`config.mk`:
```
export PLATFORM = sky130hd
export DESIGN_NAME = mc_control_unit
export DESIGN_NICKNAME = d
export VERILOG_FILES = /design/src/rtl/mc_control_unit_pkg.sv /design/src/rtl/mc_control_unit_op_class_decode.sv /design/src/rtl/mc_control_unit.sv
export SDC_FILE = /design/constraint.sdc
export NUM_CORES = 1
export LEC_CHECK = 0
export CAP_MARGIN = 20
export CORE_UTILIZATION = 45
export DETAILED_ROUTE_END_ITERATION = 12
export PLACE_DENSITY = 0.92
export SYNTH_ARGS = -nofsm -noshare
export SYNTH_HDL_FRONTEND = slang
export SYNTH_SLANG_ARGS = --single-unit
```
`constraint.sdc`:
```
create_clock -name clk -period 3.7 [get_ports clk]
set_input_delay 0.74 -clock clk [delete_from_list [all_inputs] [get_ports clk]]
set_output_delay 0.74 -clock clk [all_outputs]
set_load 0.01 [all_outputs]
```
`src/rtl/mc_control_unit_pkg.sv`:
```
// Shared definitions for the LEGv8 multi-cycle control unit:
// FSM state encodings, instruction classes, alu_op / seu_op / pc_src codes,
// B.cond condition codes and the B.cond evaluation helper.
package mc_control_unit_pkg;

  typedef enum logic [2:0] {
    S_RESET, S_FETCH, S_DECODE, S_EXEC, S_MEM, S_WB, S_HALT
  } state_e;

  typedef enum logic [3:0] {
    C_R, C_I, C_LDUR, C_STUR, C_B, C_BCOND, C_CBZ, C_CBNZ, C_BR, C_ILLEGAL
  } op_class_e;

  localparam logic [2:0] ALU_ADD   = 3'b000;
  localparam logic [2:0] ALU_SUB   = 3'b001;
  localparam logic [2:0] ALU_AND   = 3'b010;
  localparam logic [2:0] ALU_ORR   = 3'b011;
  localparam logic [2:0] ALU_EOR   = 3'b100;
  localparam logic [2:0] ALU_LSL   = 3'b101;
  localparam logic [2:0] ALU_LSR   = 3'b110;
  localparam logic [2:0] ALU_PASSB = 3'b111;

  localparam logic [1:0] SEU_B  = 2'b00;
  localparam logic [1:0] SEU_CB = 2'b01;
  localparam logic [1:0] SEU_I  = 2'b10;
  localparam logic [1:0] SEU_D  = 2'b11;

  localparam logic [1:0] PC_SEQ = 2'b00;  // PC + 4
  localparam logic [1:0] PC_REL = 2'b01;  // old PC + extended offset
  localparam logic [1:0] PC_REG = 2'b10;  // register (BR)

  localparam logic [3:0] COND_EQ = 4'b0000;
  localparam logic [3:0] COND_NE = 4'b0001;
  localparam logic [3:0] COND_GE = 4'b1010;
  localparam logic [3:0] COND_LT = 4'b1011;
  localparam logic [3:0] COND_GT = 4'b1100;
  localparam logic [3:0] COND_LE = 4'b1101;

  // Only the six supported conditions can be taken; all others fall through.
  function automatic logic cond_taken(input logic [3:0] c, input logic eq, input logic ne,
                                      input logic ge, input logic lt, input logic gt,
                                      input logic le);
    case (c)
      COND_EQ: cond_taken = eq;
      COND_NE: cond_taken = ne;
      COND_GE: cond_taken = ge;
      COND_LT: cond_taken = lt;
      COND_GT: cond_taken = gt;
      COND_LE: cond_taken = le;
      default: cond_taken = 1'b0;
    endcase
  endfunction

endpackage

```
`src/rtl/mc_control_unit_op_class_decode.sv`:
```
// op_class_decode: combinational LEGv8 opcode classifier.
// Ports: op_code[10:0] in (IR[31:21]); op_class out (instruction class);
//        is_s out (flag-setting variant); alu_fn out (ALU operation for R/I).
module op_class_decode
  import mc_control_unit_pkg::*;
(
  input  logic [10:0] op_code,
  output op_class_e   op_class,
  output logic        is_s,
  output logic [2:0]  alu_fn
);

  always_comb begin
    op_class = C_ILLEGAL;
    is_s     = 1'b0;
    alu_fn   = ALU_ADD;
    casez (op_code)
      11'b10001011000: op_class = C_R;                                          // ADD
      11'b10101011000: begin op_class = C_R; is_s = 1'b1; end                  // ADDS
      11'b11001011000: begin op_class = C_R; alu_fn = ALU_SUB; end             // SUB
      11'b11101011000: begin op_class = C_R; alu_fn = ALU_SUB; is_s = 1'b1; end // SUBS
      11'b10001010000: begin op_class = C_R; alu_fn = ALU_AND; end             // AND
      11'b11101010000: begin op_class = C_R; alu_fn = ALU_AND; is_s = 1'b1; end // ANDS
      11'b10101010000: begin op_class = C_R; alu_fn = ALU_ORR; end             // ORR
      11'b11001010000: begin op_class = C_R; alu_fn = ALU_EOR; end             // EOR
      11'b11010011011: begin op_class = C_R; alu_fn = ALU_LSL; end             // LSL
      11'b11010011010: begin op_class = C_R; alu_fn = ALU_LSR; end             // LSR
      11'b1001000100?: op_class = C_I;                                          // ADDI
      11'b1011000100?: begin op_class = C_I; is_s = 1'b1; end                  // ADDIS
      11'b1101000100?: begin op_class = C_I; alu_fn = ALU_SUB; end             // SUBI
      11'b1111000100?: begin op_class = C_I; alu_fn = ALU_SUB; is_s = 1'b1; end // SUBIS
      11'b1001001000?: begin op_class = C_I; alu_fn = ALU_AND; end             // ANDI
      11'b1111001000?: begin op_class = C_I; alu_fn = ALU_AND; is_s = 1'b1; end // ANDIS
      11'b1011001000?: begin op_class = C_I; alu_fn = ALU_ORR; end             // ORRI
      11'b1101001000?: begin op_class = C_I; alu_fn = ALU_EOR; end             // EORI
      11'b11111000010: op_class = C_LDUR;
      11'b11111000000: op_class = C_STUR;
      11'b11010110000: op_class = C_BR;
      11'b000101?????: op_class = C_B;
      11'b01010100???: op_class = C_BCOND;
      11'b10110100???: op_class = C_CBZ;
      11'b10110101???: op_class = C_CBNZ;
      default:         op_class = C_ILLEGAL;
    endcase
  end

endmodule

```
`src/rtl/mc_control_unit.sv`:
```
// mc_control_unit: multi-cycle LEGv8 sequencer (FETCH/DECODE/EXEC/MEM/WB)
// sharing one instruction/data memory port with a ready handshake.
// Inputs : clk, reset (async, active high), op_code[10:0], cond[3:0],
//          zero/eq/ne/ge/lt/gt/le flags, mem_ready.
// Outputs: ir_wr, pc_wr, i_or_d, mem_rd, mem_wr, reg_2_loc, seu_op[1:0],
//          alu_src, alu_op[2:0], mem_to_reg, reg_wr, pc_src[1:0], set_flags,
//          halted, bus_err (sticky memory-timeout flag).
// Parameter MAX_WAIT (1..255): ready-low cycles tolerated in FETCH/MEM.
// Build option ILLEGAL_TRAP_EN: unrecognised opcodes halt instead of acting
// as a NOP.
module mc_control_unit
  import mc_control_unit_pkg::*;
#(
  parameter int MAX_WAIT = 15
) (
  input  logic        clk,
  input  logic        reset,
  input  logic [10:0] op_code,
  input  logic [3:0]  cond,
  input  logic        zero, eq, ne, ge, lt, gt, le,
  input  logic        mem_ready,
  output logic        ir_wr,
  output logic        pc_wr,
  output logic        i_or_d,
  output logic        mem_rd,
  output logic        mem_wr,
  output logic        reg_2_loc,
  output logic [1:0]  seu_op,
  output logic        alu_src,
  output logic [2:0]  alu_op,
  output logic        mem_to_reg,
  output logic        reg_wr,
  output logic [1:0]  pc_src,
  output logic        set_flags,
  output logic        halted,
  output logic        bus_err
);

  state_e    state, next_state;
  logic [7:0] wait_cnt;
  op_class_e op_class;
  logic      is_s;
  logic [2:0] alu_fn;
  logic      mem_wait, timeout;

  op_class_decode u_dec (.op_code(op_code), .op_class(op_class), .is_s(is_s), .alu_fn(alu_fn));

  assign mem_wait = ((state == S_FETCH) || (state == S_MEM)) && !mem_ready;
  // Ready arriving on the limit cycle wins: timeout needs ready still low.
  assign timeout  = mem_wait && (wait_cnt == 8'(MAX_WAIT));

  always_ff @(posedge clk or posedge reset) begin
    if (reset) begin
      state    <= S_RESET;
      wait_cnt <= 8'd0;
      bus_err  <= 1'b0;
    end else begin
      state <= next_state;
      if (next_state != state) wait_cnt <= 8'd0;
      else if (mem_wait)       wait_cnt <= wait_cnt + 8'd1;
      if (timeout) bus_err <= 1'b1;
    end
  end

  always_comb begin
    next_state = state;
    ir_wr = 1'b0; pc_wr = 1'b0; i_or_d = 1'b0; mem_rd = 1'b0; mem_wr = 1'b0;
    reg_2_loc = 1'b0; seu_op = SEU_B; alu_src = 1'b0; alu_op = ALU_ADD;
    mem_to_reg = 1'b0; reg_wr = 1'b0; pc_src = PC_SEQ; set_flags = 1'b0;
    halted = 1'b0;
    case (state)
      S_RESET: next_state = S_FETCH;
      S_FETCH: begin
        mem_rd = 1'b1;
        if (mem_ready) begin
          ir_wr = 1'b1; pc_wr = 1'b1; next_state = S_DECODE;
        end else if (timeout) next_state = S_HALT;
      end
      S_DECODE: begin
        reg_2_loc = (op_class inside {C_CBZ, C_CBNZ, C_BCOND, C_LDUR, C_STUR, C_BR});
        if (op_class != C_ILLEGAL) next_state = S_EXEC;
`ifdef ILLEGAL_TRAP_EN
        else next_state = S_HALT;
`else
        else next_state = S_FETCH;
`endif
      end
      S_EXEC: begin
        next_state = S_FETCH;
        case (op_class)
          C_R: begin
            alu_op = alu_fn; set_flags = is_s; next_state = S_WB;
          end
          C_I: begin
            seu_op = SEU_I; alu_src = 1'b1; alu_op = alu_fn; set_flags = is_s;
            next_state = S_WB;
          end
          C_LDUR, C_STUR: begin
            seu_op = SEU_D; alu_src = 1'b1; next_state = S_MEM;
          end
          C_B:  begin pc_wr = 1'b1; pc_src = PC_REL; end
          C_BR: begin pc_wr = 1'b1; pc_src = PC_REG; end
          C_CBZ, C_CBNZ: begin
            seu_op = SEU_CB; alu_op = ALU_PASSB; pc_src = PC_REL;
            pc_wr  = (op_class == C_CBZ) ? zero : !zero;
          end
          C_BCOND: begin
            seu_op = SEU_CB; pc_src = PC_REL;
            pc_wr  = cond_taken(cond, eq, ne, ge, lt, gt, le);
          end
          default: ;
        endcase
      end
      S_MEM: begin
        // Address path held stable until the memory accepts the access.
        i_or_d = 1'b1; alu_src = 1'b1; seu_op = SEU_D;
        if (op_class == C_LDUR) mem_rd = 1'b1;
        else                    mem_wr = 1'b1;
        if (mem_ready)    next_state = (op_class == C_LDUR) ? S_WB : S_FETCH;
        else if (timeout) next_state = S_HALT;
      end
      S_WB: begin
        reg_wr = 1'b1; mem_to_reg = (op_class == C_LDUR); next_state = S_FETCH;
      end
      S_HALT:  halted = 1'b1;
      default: next_state = S_RESET;
    endcase
  end

endmodule
```
==> metrics.md, run 1 <==
| Metric | Value |
|---|---|
| DR WL met3 | 330 um |
| Worst-path cell chain | clkdlybuf4s50_1 > or4b_1 > a211o_1 > and3_1 > o21ai_0 > nor4b_2 > clkbuf_2 |
| Hold Crit Class | flip-flop to flip-flop |
| Final Critical Period | 3670 ps |
| Core Footprint | 0.00254 mm2 |
| Reg clk slew, reported paths | 70 ps |
| Clock Path Buffers | 2 |
| CTS Root Buffer Type | clkbuf_4 |
| Critical Path Fanout Max | 5 |
| WP data required | 2960 ps |
| Total GRT Usage | 0.314 |
| Leakage power | 0.851 nW |
| Yosys top cell by area | dfrtp_1 |
| Layout area overhead | 58.9% |
| Initial core utilization | 0.486 |
| Synth area leaders | dfrtp_1 (24%), nor2_1 (7.0%), xor2_1 (5.0%) |
| Worst-Skew Late Latency | 280 ps |
| Least-Margin Pin Slew | 845 ps |
| Peak supply drop | 257 uV |
| Final worst slack | 30.7 ps |
| Routability cong. | 0.869 |
| Max Fclk | 273 MHz |
| Critical Path AT | 2930 ps |
| R2R setup slack | 1270 ps |
| Non-filler cells in the finished layout | 255 |
| Netlist cell types | 53 |
| Status | complete, no violations |
| Top layer reached by signal wires | met4 |
| Share of layout cells above drive strength 1 | 0.289 |
| Slew margin rel. | 0.432 |
| CP max-delay cell | or4b_1 |
| Number of flops mapped to enable cells by yosys | 0 |
| Syn_nets | 184 |
| Standard-cell rows | 18 |
| Final setup viols | 0 |
| Setup crit end kind | output port |
| Met2 wire length | 2200 um |
| Port bufs | 43 |
| Post-synth top area share | 0.243 |
| Final hold vios | 0 |
| Gr ovfl total | 0 |
| Met1 WL | 1700 um |
| Mapped Cells | 158 |
| First-pass DRT Iterations | 4 |
| Post-synthesis register bit count | 12 |
| Routed WL per cell | 17.0 um |
| Die area | 0.00296 mm2 |
| First-pass GRT wire length | 6690 um |
| Synthesis Warnings | 0 |
| Ys flop type | dfrtp_1 |
| Syn Std Cell Area | 0.00124 mm2 |
| Final wirelength | 4330 um |
| CTS tree | done |
| CTS Buf Count | 3 |
| Clock skew after layout | 1.35 ps |
| Dpl cells | 249 |
| Die Y | 54.4 um |
| Sequential area share after synthesis | 0.243 |
| Period utilization | 0.992 |
| DRC errors left | 0 |
| Layout Nets | 253 |
| Hpwl dp | 3120 um |
| WHS | 460 ps |
| Total power | 0.476 mW |
| Post-route ant nets | 0 |
| Critical path class | input port to output port |
| Vias per cell | 6.16 |
| Async S/R FF share, synth | 1.00 |
| PD cells | 242 mW/mm2 |
| Antenna Cells | 0 |
| Place WS | -550 ps |
| Vias in the first global route | 1482 |
| DP Area | 0.00187 mm2 |
| Ports | 44 |
| CP max stage delay | 560 ps |
| Antenna violations before repair | 0 |
| Top-count cell post-synth | nor2_1 |
| CTS H-tree depth | 1 |
| Unrepaired setup endpoints after global routing | yes |
| CTS Sinks | 12 |
| Final Max Slew Viols | 0 |
| Type of origin of the critical path | input port |
| Max_cap viols | 0 |
| Die width | 54.4 um |
| Fill cells | 177 |
| Top cells by count, synth | nor2_1 (23), dfrtp_1 (12), nand2_1 (12) |
| Mean Syn Cell Area | 7.82 um2 |
| Largest net degree at the start of global routing | 15 |
| Via Count | 1572 |
| Post-route cell area | 0.00196 mm2 |
| DRT iter0 DRCs | 61 |
-- cell usage in the layout, fill, tap and decap left out, types with 2 or more instances in the layout --
cell type	count
buf_4	30
clkdlybuf4s50_1	27
nor2_1	22
nand2_1	12
dfrtp_1	12
dlygate4sd2_1	9
nand2b_1	7
xor2_1	7
a21oi_1	6
o21ai_0	4
and3_1	4
nor3_1	4
mux2i_1	4
buf_2	4
nand4b_1	3
nand4_1	3
nand3_1	3
or3_1	3
clkbuf_4	3
nor4_1	2
nor2b_1	2
inv_1	2
a211oi_2	2
nand3b_1	2
or4_4	2
o211ai_1	2
or4b_4	2
xnor2_1	2
o211ai_2	2
and2_4	2
clkbuf_2	2
-- report_power, final --
| group | switching, mW | total, mW | internal [mW] | leakage (nW) |
|---|---|---|---|---|
| combinational | 0.118 | 0.218 | 0.100 | 0.675 |
| sequential | 0.0327 | 0.175 | 0.142 | 0.162 |
| clock | 0.0454 | 0.0832 | 0.0378 | 0.0138 |
-- area by class of cell --
cell class                      count  area (um2)  share of cell area
Timing Repair Buffer               73         617               0.314
Inverter                            2        7.51             0.00382
Multi-Input combinational cell    135         980               0.499
Tap cell                           30        37.5              0.0191
Clock buffer                        3        22.5              0.0115
Sequential cell                    12         300               0.153
-- path summary, 6_finish.rpt --
kind,start,end,cells past startpoint
min in group asynchronous,reset,wait_cnt[2],2
max reg2reg,wait_cnt[0],wait_cnt[2],6
max,op_code[3],reg_2_loc,7
min reg2reg,bus_err,bus_err,1
min,bus_err,bus_err,1
max in group asynchronous,reset,wait_cnt[6],2
-- sequential cells by signal, indices dropped and copies added (netlist names) --
signal,cells
bus_err,1
wait_cnt,8
state,3
-- stage by stage --
stage,TNS [ps],util
6_report,0,0.772
5_1_grt,-84.4,0.772
4_1_cts,0,0.762
3_5_place_dp,-3810,0.734
3_3_place_gp,-2430,0.734
2_1_floorplan,0,-
-- critical path, delay by kind of cell --
family / cells / cell delay [ps]
buffers and inverters: 2 / 650
and+or+nand+nor: 3 / 1060
AOI/OAI and AO/OA: 2 / 480
-- cells by family after synthesis --
logic type / after synthesis / synth area share
simple gates: 88 / 0.413
compound gates: 33 / 0.199
flops: 12 / 0.243
buf+inv: 11 / 0.0385
xor+xnor: 9 / 0.0638
mux: 4 / 0.0324
fa+ha+maj: 1 / 0.0101
-- per-layer routing --
| layer | GRT usage | vias to the layer above |
|---|---|---|
| li1 | - | 726 |
| met1 | 0.376 | 741 |
| met2 | 0.557 | 93 |
| met3 | 0.0694 | 12 |
| met4 | 0.0897 | 0 |
| met5 | 0 | - |
-- timing repair --
item | 4_1_cts | 5_1_grt
pin swaps | 8 | 6
hold endpoints to repair | 0 | 0
gates resized for setup | 39 | 11
endpoints found under the setup margin | 12 | 8
setup buffers | 2 | 1
hold buffers | 0 | 0
(Power assumes the default switching activity.)
==> run 2: changes to the inputs <==
--- a/config.mk
+++ b/config.mk
@@ -8,6 +8,7 @@
 export CAP_MARGIN = 20
 export CORE_UTILIZATION = 45
 export DETAILED_ROUTE_END_ITERATION = 12
+export GPL_TIMING_DRIVEN = 0
 export PLACE_DENSITY = 0.92
 export SYNTH_ARGS = -nofsm -noshare
 export SYNTH_HDL_FRONTEND = slang
==> run 2 against run 1 <==
  * Core utilization is 5.1 points lower
  * Sequential power is 8% lower
  * Worst setup slack better by 57 ps
  * Maximum frequency is 1.6% higher
  * Clock skew hardly changed
  * Via count is 8.5% lower
  * Clock-buffer cell count stayed put
  * Final cell count is 7.1% lower
  * Flip-flop and latch count stayed put
  * Largest power group unchanged
==> metrics.md, run 2 (synthesis results as in run 1) <==
| Metric | Value |
|---|---|
| Final Critical Period | 3610 ps (-57.0 ps) |
| CP max-delay cell | or4b_4 |
| Crit path buf inv count | 2 (unchanged) |
| Met1 Resource Use GR | 0.318 (-0.0583) |
| Gr ovfl total | 0 (unchanged) |
| WHS | 472 ps (+11.8 ps) |
| CP top delay family | simple AND/OR/NAND/NOR gates |
| Port bufs | 43 (unchanged) |
| Antenna Cells | 0 (unchanged) |
| Clock Path Buffers | 2 (unchanged) |
| Final wirelength | 3800 um (-12%) |
| Critical Path Fanout Max | 8 (+3) |
| Status | complete, no violations |
| Fill cells | 188 (+6.2%) |
| CTS tree | done |
| Register bank with the most flops | wait_cnt |
| Peak supply drop | 309 uV (+20%) |
| Max Fclk | 277 MHz (+1.6%) |
| Max_cap viols | 0 (unchanged) |
| Layout Nets | 235 (-7.1%) |
| Reg2reg end | wait_cnt[7] |
| Type of origin of the critical path | input port |
| Most used routing layer | met2 |
| First-pass DRT Iterations | 4 (unchanged) |
| Post-route ant nets | 0 (unchanged) |
| Critical Path AT | 2870 ps (-60 ps) |
| Place WS | -613 ps (-62.6 ps) |
| Routability cong. | 0.900 (+3.5%) |
| Worst-path cell chain | dlygate4sd2_1 > or4b_4 > a211oi_4 > nor2b_1 > a2111oi_0 > nor2_1 > clkdlybuf4s50_1 |
| Worst-Skew Late Latency | 260 ps (-20 ps) |
| Hold wc startpoint | bus_err |
| Die Y | 54.4 um (unchanged) |
| Final Max Slew Viols | 0 (unchanged) |
| Standard-cell rows | 18 (unchanged) |
| Commonest non-fill, non-tap cell in the layout | clkdlybuf4s50_1 |
| Period utilization | 0.976 (-0.0154) |
| Hpwl dp | 2740 um (-12%) |
| Met3 Use GR | 0.0500 (-0.0194) |
| Total GRT Usage | 0.261 (-0.0532) |
| Core Footprint | 0.00254 mm2 (unchanged) |
| Grt met2 use | 0.476 (-0.0813) |
| Max reg flops | 8 (unchanged) |
| R2R setup slack | 1330 ps (+60 ps) |
| Die width | 54.4 um (unchanged) |
| Setup crit end kind | output port |
| CTS Sinks | 12 (unchanged) |
| Initial core utilization | 0.486 (unchanged) |
| Worst r2r path cells | 6 (unchanged) |
| CTS Buf Count | 3 (unchanged) |
| Hold path endpoint | bus_err |
| First-pass GRT wire length | 5640 um (-16%) |
| Least-Margin Pin Slew | 799 ps (-46.1 ps) |
| PD cells | 251 mW/mm2 (+3.5%) |
| CTS Root Buffer Type | clkbuf_4 |
| Worst r2r src | wait_cnt[0] |
| Commonest non-fill, non-tap cells in the layout | clkdlybuf4s50_1 (26), nor2_1 (22), nand2_1 (12), dfrtp_1 (12), dlygate4sd2_1 (8) |
| Final setup viols | 0 (unchanged) |
| Antenna violations before repair | 0 (unchanged) |
| Final worst slack | 87.7 ps (+57.0 ps) |
| CTS H-tree depth | 1 (unchanged) |
| Vias per cell | 6.07 (-1.5%) |
| WP data required | 2960 ps (about the same) |
| Vias in the first global route | 1301 (-12%) |
| Post-route cell area | 0.00184 mm2 (-6.6%) |
| DRC errors left | 0 (unchanged) |
| Via Count | 1439 (-8.5%) |
| Final hold vios | 0 (unchanged) |
| Largest regs | wait_cnt: 8 flops, state: 3 flops, bus_err: 1 flops |
| Reg clk slew, reported paths | 70 ps (about the same) |
| Leakage power | 0.755 nW (-11%) |
| Share of layout cells above drive strength 1 | 0.174 (-0.115) |
| Largest net degree at the start of global routing | 13 (-2) |
| Ports | 44 (unchanged) |
| CP max stage delay | 590 ps (+30 ps) |
| Layout area overhead | 48.5% |
| Hold Crit Class | flip-flop to flip-flop |
| TNS Setup | 0 ps (unchanged) |
| Worst hold stages | 1 (unchanged) |
| Clock skew after layout | 1.44 ps (+0.0882 ps) |
| DRT iter0 DRCs | 59 (-3.3%) |
| Routed WL per cell | 16.0 um (-5.6%) |
| Slew margin rel. | 0.463 (+0.0310) |
| Critical path class | input port to output port |
| Die area | 0.00296 mm2 (unchanged) |
| DP Area | 0.00170 mm2 (-8.7%) |
## run 2: per-stage QoR
| stage | util | cells | power, mW |
|---|---|---|---|
| 4_1_cts | 0.691 | 234 | 0.452 |
| 5_1_grt | 0.721 | 237 | 0.493 |
| 3_3_place_gp | 0.670 | 231 | 0.367 |
| 2_1_floorplan | - | 158 | 0.288 |
| 6_report | 0.721 | 237 | 0.460 |
| 3_5_place_dp | 0.670 | 231 | 0.376 |
## run 2: power breakdown
group	leakage [nW]	switching, mW	internal (mW)	total, mW
logic	0.579	0.124	0.0985	0.222
registers	0.162	0.0182	0.142	0.161
clock network	0.0138	0.0396	0.0376	0.0772
total	0.755	0.182	0.279	0.460
## run 2: worst max-delay path by stage
stage,slack (ps),to,cells after the start,from
floorplan,460,seu_op[1],6,op_code[6]
global placement,-510,seu_op[1],8,op_code[6]
detailed placement,-610,seu_op[1],9,op_code[6]
CTS,-90,seu_op[1],9,op_code[0]
global route,-10,alu_op[0],8,op_code[1]
finish,90,alu_op[0],7,op_code[1]
## run 2: per-layer routing
layer,share of wire,vias up
met5,0,-
met4,0.015,0
met3,0.078,7
met2,0.51,74
met1,0.40,669
li1,-,689
## run 2: layout make-up
type / count / area [um2] / area share
multi-input cells: 135 / 948 / 0.517
clock buffers: 3 / 22.5 / 0.0123
repair buffers: 47 / 460 / 0.251
plain buffers: 8 / 58.8 / 0.0320
well taps: 30 / 37.5 / 0.0204
inverters: 2 / 7.51 / 0.00409
flip-flops and latches: 12 / 300 / 0.164
## run 2: what timing repair did
item | in CTS | in global routing
resized for setup | 32 | 21
endpoints found under the setup margin | 11 | 11
hold buffers | 0 | 0
buffers inserted | 0 | 4
pin swaps | 5 | 7
==> run 3: changes to the inputs <==
--- a/config.mk
+++ b/config.mk
@@ -13,3 +13,4 @@
 export SYNTH_ARGS = -nofsm -noshare
 export SYNTH_HDL_FRONTEND = slang
 export SYNTH_SLANG_ARGS = --single-unit
+export TNS_END_PERCENT = 50
==> results of run 3 <==
No change in the layout: final DEF, timing and power equal those of run 2.
